`src/rtl/wrr_arbiter_pkg.sv`:
```
// Shared definitions for the arbiter family: default sizes, FSM state type
// and the effective-weight clamp.
package arb_pkg;

   localparam int unsigned N_REQ_DEF    = 4;
   localparam int unsigned WEIGHT_W_DEF = 4;

   typedef enum logic {
      IDLE  = 1'b0,
      GRANT = 1'b1
   } state_t;

   // A programmed weight of zero still earns one granted cycle.
   function automatic int unsigned eff_weight(input int unsigned w);
      return (w == 0) ? 1 : w;
   endfunction

endpackage

```
`src/rtl/wrr_arbiter_rr_pick.sv`:
```
// Rotating-priority picker: first set request at or after ptr, wrapping to 0.
module rr_pick #(
   parameter int unsigned N_REQ = 4,
   parameter int unsigned ID_W  = $clog2(N_REQ)
) (
   input  logic [N_REQ-1:0] req,
   input  logic [ID_W-1:0]  ptr,
   output logic             found,
   output logic [ID_W-1:0]  idx
);

   always_comb begin
      found = 1'b0;
      idx   = '0;
      for (int unsigned k = 0; k < N_REQ; k++) begin
         int unsigned w_cand;
         w_cand = (32'(ptr) + k) % N_REQ;
         if (!found && req[w_cand]) begin
            found = 1'b1;
            idx   = ID_W'(w_cand);
         end
      end
   end

endmodule

```
`src/rtl/wrr_arbiter.sv`:
```
// Weighted round-robin arbiter: the winner keeps a registered one-hot grant
// for up to its effective weight in cycles, then priority rotates past it.
module wrr_arbiter
   import arb_pkg::*;
#(
   parameter int unsigned N_REQ    = N_REQ_DEF,
   parameter int unsigned WEIGHT_W = WEIGHT_W_DEF,
   parameter int unsigned ID_W     = $clog2(N_REQ)
) (
   input  logic                      clk,
   input  logic                      rst,
   input  logic [N_REQ-1:0]          req,
   input  logic [N_REQ*WEIGHT_W-1:0] weight,
   output logic [N_REQ-1:0]          grant,
   output logic [ID_W-1:0]           grant_id,
   output logic                      busy
);

   state_t               r_state, w_state_nx;
   logic [N_REQ-1:0]     r_grant, w_grant_nx;
   logic [ID_W-1:0]      r_grant_id, w_id_nx;
   logic [ID_W-1:0]      r_ptr, w_ptr_nx;
   logic [WEIGHT_W-1:0]  r_credit, w_credit_nx;
   logic                 w_found;
   logic [ID_W-1:0]      w_idx;
   logic [ID_W-1:0]      w_idx_inc;
   logic [WEIGHT_W-1:0]  w_win_weight;
   logic                 w_release;

   // r_ptr always holds owner+1 while granted, so a single picker serves both
   // the IDLE search and the release search; a still-requesting owner is
   // reached last in the wrap and is only re-granted when alone.
   rr_pick #(
      .N_REQ (N_REQ),
      .ID_W  (ID_W)
   ) u_pick (
      .req   (req),
      .ptr   (r_ptr),
      .found (w_found),
      .idx   (w_idx)
   );

   always_comb begin
      w_win_weight = WEIGHT_W'(eff_weight(32'(weight[w_idx*WEIGHT_W +: WEIGHT_W])));
      w_idx_inc    = (32'(w_idx) == N_REQ - 1) ? '0 : w_idx + 1'b1;
      w_release    = (r_state == GRANT) && (!req[r_grant_id] || (r_credit == WEIGHT_W'(1)));
   end

   always_comb begin
      w_state_nx  = r_state;
      w_grant_nx  = r_grant;
      w_id_nx     = r_grant_id;
      w_ptr_nx    = r_ptr;
      w_credit_nx = r_credit;
      if ((r_state == IDLE) || w_release) begin
         if (w_found) begin
            w_state_nx  = GRANT;
            w_grant_nx  = N_REQ'(1) << w_idx;
            w_id_nx     = w_idx;
            w_ptr_nx    = w_idx_inc;
            w_credit_nx = w_win_weight;
         end else begin
            w_state_nx  = IDLE;
            w_grant_nx  = '0;
            w_id_nx     = '0;
            w_credit_nx = '0;
         end
      end else begin
         w_credit_nx = r_credit - 1'b1;
      end
   end

   always_ff @(posedge clk) begin
      if (rst) begin
         r_state    <= IDLE;
         r_grant    <= '0;
         r_grant_id <= '0;
         r_ptr      <= '0;
         r_credit   <= '0;
      end else begin
         r_state    <= w_state_nx;
         r_grant    <= w_grant_nx;
         r_grant_id <= w_id_nx;
         r_ptr      <= w_ptr_nx;
         r_credit   <= w_credit_nx;
      end
   end

   assign grant    = r_grant;
   assign grant_id = r_grant_id;
   assign busy     = |r_grant;

endmodule

```
`config.mk`:
```
export PLATFORM = sky130hd
export DESIGN_NAME = wrr_arbiter
export DESIGN_NICKNAME = d
export VERILOG_FILES = /design/src/rtl/wrr_arbiter_pkg.sv /design/src/rtl/wrr_arbiter_rr_pick.sv /design/src/rtl/wrr_arbiter.sv
export SDC_FILE = /design/constraint.sdc
export NUM_CORES = 1
export LEC_CHECK = 0
export CAP_MARGIN = 20
export CORE_MARGIN = 2
export CORE_UTILIZATION = 40
export DETAILED_ROUTE_END_ITERATION = 10
export GPL_TIMING_DRIVEN = 0
export PLACE_DENSITY = 0.84
export SETUP_SLACK_MARGIN = 0.3
export SLEW_MARGIN = 5
export SYNTH_ARGS = -nofsm -noshare
export SYNTH_HDL_FRONTEND = slang
export SYNTH_SLANG_ARGS = --single-unit
```
`constraint.sdc`:
```
create_clock -name clk -period 2.2 [get_ports clk]
set_input_delay 0.22 -clock clk [delete_from_list [all_inputs] [get_ports clk]]
set_output_delay 0.22 -clock clk [all_outputs]
set_load 0.02 [all_outputs]
```
Word level (Yosys, flattened, before mapping):

Index checks and enable logic that the tools add are counted.

* register bits after elaboration: 13
* input bits: 22
* output and inout port bits: 7
* word-level logic and storage cells: 58

* add/subtract/negate cells: 5
* $lt $le $gt $ge: 5
* equality and inequality tests: 2
* shifts and indexed selects: 2
* muxes and demuxes: 25
* bitwise logic cells: 1
* reductions and logical operators: 13

Operators by type and width (count)
* $mux 4: 4
* $shiftx 16x5->4: 1
* $lt 2x3->1 const B: 5
* $mux 2: 6
* $bmux 1 s2: 5
* $mux 1: 10
* $add 2x1->2 const B: 2
* $add 2x2->2 const B: 2
* $eq 4x1->1 const B: 1
* $logic_and 1x1->1: 4
* $logic_not 1->1: 4
* $logic_not 4->1: 1
* $reduce_or 4->1: 1
* $shl 1x2->4 const A: 1
* $sub 4x1->4 const B: 1
* $eq 2x2->1 const B: 1
* $logic_or 1x1->1: 2
* $reduce_and 2->1: 1
* $not 1->1: 1

Longest topological paths before layout:

* depth after elaboration: 17
* gate-level depth with buffers: 8
* mapped depth without buffers: 7

By module:

A second synthesis with hierarchy kept.

* cells, all modules: 102
* area total of the unflattened synthesis: 905.9 µm²

Modules (own cells, without submodules)
* wrr_arbiter: times used 1, cells an instance 87, area each 828.3 µm², sequential area each 260.2 µm²
* rr_pick: times used 1, cells an instance 15, area each 77.6 µm², sequential area each 0.0 µm²

Least setup slack after synthesis:

No wires, ideal clock.

* kind: register to register
* from: register r_ptr[1]
* to: register r_credit[2]
* setup time: 70 ps
* arrival time: 1631 ps
* data required time: 2130 ps
* setup slack: 499 ps
* stages on the path, launching flop included: 7
* buffers on the path: 0
* clock period less this slack: 1701 ps
* path through: dfxtp_1 nand2_2 a211o_1 a21boi_1 a211oi_1 or4_1 a21oi_1

* cells in the longest elaborated chain, start to end: 17
* elaborated cells on any way between the ends: 30
* those cells by class: add/sub (3); shift (1); mux (19); reduce/logical (7)

Ends and longest elaborated chain
* start, declared: line wrr_arbiter.sv:22 `logic [ID_W-1:0] r_ptr, w_ptr_nx;`
* start signal, assigned: line wrr_arbiter.sv:84 `r_ptr <= w_ptr_nx;`
* parallel branches: the longest is 15 deep, another holds $add 2x1->2
* $mux 4 *: line wrr_arbiter.sv:56 `if (w_found) begin`
* $mux 4 *: line wrr_arbiter.sv:55 `if ((r_state == IDLE) || w_release) begin`
* end signal, assigned: line wrr_arbiter.sv:85 `r_credit <= w_credit_nx;`
* end, declared: line wrr_arbiter.sv:23 `logic [WEIGHT_W-1:0] r_credit, w_credit_nx;`

Every way passes the cells marked *. The select of a mux whose other input is x is not followed.
A chain may end at the register's enable or synchronous reset.

Worst setup path after layout:

* from: register r_ptr[0]
* to: register r_credit[2]

Same word-level chain as after synthesis.

==> results.tsv <==
metric	value	unit
DP HPWL	1755	um
setup slack, reg-to-reg	0.34	ns
largest net degree at the start of global routing	11	
Yosys top cell by area	dfxtp_1	
initial core utilization	42.80	%
Arr. time, crit path	2.07	ns
Synth-to-Final Area Change	48.08	%
top post-synthesis cells by area	dfxtp_1, ha_1, nor2_1, nand3_1, a22oi_1	
Ports	29	
post-synthesis xor/xnor area fraction	2.065	%
share of layout cells above drive strength 1	13.38	%
Post-Synthesis Cells	108	
TritonCTS buffer count	3	
Root Driver	clkbuf_4	
DR WL/cell	13.63	um
# setup viols final	0	
final core utilization	63.38	%
mux cell area share after synthesis	2.360	%
post-cts hold buffer count	0	
highest clock rate	538.9	MHz
clk_lat worst skew	0.29	ns
# nets final	171	
core outline area	1982	um^2
first-pass GRT wire length	3898	um
Synth Area in Compound Gates	27.58	%
Synth top area share	30.68	%
syn_area_per_cell	7.855	um^2
WS Path Type	register to register	
end point of the critical path	r_credit[2]$_SDFF_PP0_	
number of global-route vias before repair	901	
Max FO, Critical Path	8	
Synth Register Bits	13	
Tmin final	1.856	ns
Routed WL	2304	um
Die Wd	50.05	um
CTS tree	done	
die area	2505	um^2
GPL Wtd Cong	0.7862	
GR Util met1	23.51	%
CP endpoint kind	register	
hold_ws	0.3706	ns
Post-synth EDFFs	0	
unrepaired setup endpoints after global routing	false	
slew margin rel.	57.34	%
GRT Util Overall	20.63	%
most instantiated cells after synthesis	nor2_1, dfxtp_1, nand3_1, inv_1, o21ai_0	
fin crit share	84.35	%
reg2reg path depth	6	
residual DRC count	0	
CP startpoint	r_ptr[0]$_SDFFE_PP0P_	
Synth Flop Type	dfxtp_1	
CP startpoint kind	register	
YS warnings	0	
synth unique cells	33	
Max Slew Vio Count	0	
vias post-DR	946	
skew final	0.007949	ns
PwrDens	940.9	nW/um^2
clk sink count	13	
Die Ht	50.05	um
I/O Buffers	28	
adder-cell share of the synthesized area	8.850	%
drt first pass iters	4	
largest family of logic cells by synthesized area	compound AO/OA/AOI/OAI gates	
top-count cell post-synth	nor2_1	
Crit path required time	2.42	ns
Hold Fails Final Rpt	0	
Via density	5.598	
met2 Usage GRT	34.43	%
register area share after synthesis	30.68	%
HP Start	req[1]	
H-tree depth	1	
Hold Path Class	input pin to register	
FP Rows	16	
Syn Nets	136	
post-route ant nets	0	
GRT overflow	0	
M3 GR Usage	3.333	%
ys async rst share	0	%
Worst R2R End	r_credit[2]$_SDFF_PP0_	
Clock Pin Slew Worst Setup and Hold Paths	0.07	ns
Max IR drop VDD	0.0004625	V
status	finished clean	
simple-gate share of the synthesized area	23.89	%
Iter 0 DRT Violations	22	
Synth Cell Area	848.3	um^2
busiest grt layer	met2	
maximum clock path buffer count	2	
reg2reg start	r_ptr[0]$_SDFFE_PP0P_	
initial antenna violation count	0	
antenna cell count	0	
Slew @ Worst Pin	0.6340	ns
max capacitance violation total	0	
Leak Pwr	0.5474	nW
==> final cells by class <==
| type | instances | area, um^2 |
|---|---|---|
| repair buffers | 30 | 304.0 |
| fillers | 170 | 725.7 |
| inverters | 8 | 32.53 |
| plain buffers | 2 | 11.26 |
| clock buffers | 4 | 26.28 |
| flip-flops and latches | 13 | 262.8 |
| well taps | 27 | 33.78 |
| multi-input cells | 85 | 585.6 |
==> cell families after synthesis <==
| logic type | after synthesis |
|---|---|
| AOI/OAI and AO/OA | 33 |
| muxes | 2 |
| DFF | 13 |
| and+or+nand+nor | 42 |
| xor gates and xnor gates | 2 |
| buffers and inverters | 10 |
| adders and majority gates | 6 |
==> routing by layer <==
layer	routed length, um	up-vias
met5	0	-
met4	68	0
met3	108	7
met2	1148	43
met1	979	431
li1	-	465
==> per-stage QoR <==
step                TNS (ns)  cell area, um^2  worst slack [ns]  power, mW  instances
floorplan                  0            848.3            0.4992     0.7613        108
global placement     -0.5616             1162           -0.1552     0.9371        163
detailed placement   -0.8671             1162           -0.2001     0.9646        163
CTS                        0             1219            0.3068      1.149        169
global route               0             1256            0.2949      1.286        169
finish                     0             1256            0.3444      1.182        169
==> timing repair <==
action                                  4_1_cts  5_1_grt
buffers inserted                              2        0
endpoints found under the setup margin        9       13
pin swaps                                     2        1
resized for setup                             6       13
==> state kept, by name, summed over array words and instances (netlist names) <==
name	flops
r_state	1
r_credit	4
grant_id	2
r_ptr	2
grant	4
==> cells in the final DEF (no fill, tap or decap), types with 2 or more instances in the layout <==
master,n
a211oi_1,2
a21boi_1,2
a21oi_1,3
a21oi_2,2
a22oi_1,5
a32oi_1,3
buf_4,2
clkbuf_1,2
clkbuf_4,4
clkdlybuf4s50_1,23
dfxtp_1,11
dfxtp_2,2
dlymetal6s2s_1,4
ha_1,6
inv_1,7
mux2i_1,2
nand3_1,12
nor2_1,16
nor3_1,3
o21ai_0,7
or4_1,2
xor2_1,2
==> critical path, cell delays in order, from the launching register on <==
cell and delay (ns):
dfxtp_2 0.36, or2b_1 0.29, a21o_2 0.28, a21boi_1 0.17, a211oi_1 0.08, or4_1 0.49
a21oi_1 0.14
==> report_power, final <==
group	switching (mW)	internal [mW]
Combinational	0.353	0.300
Sequential	0.0721	0.303
Clock	0.0836	0.0706
Total	0.508	0.674
==> worst min-delay path by stage <==
stage	end	slack [ns]	cells past startpoint
2_1_floorplan	r_credit[2]$_SDFF_PP0_	0.29	1
6_report	r_state$_SDFFE_PP0N_	0.37	3
3_5_place_dp	r_ptr[0]$_SDFFE_PP0P_	0.52	2
4_1_cts	r_state$_SDFFE_PP0N_	0.47	3
3_3_place_gp	r_ptr[0]$_SDFFE_PP0P_	0.51	2
5_1_grt	r_state$_SDFFE_PP0N_	0.37	3
Note: power is estimated with default switching activity, not from simulation.
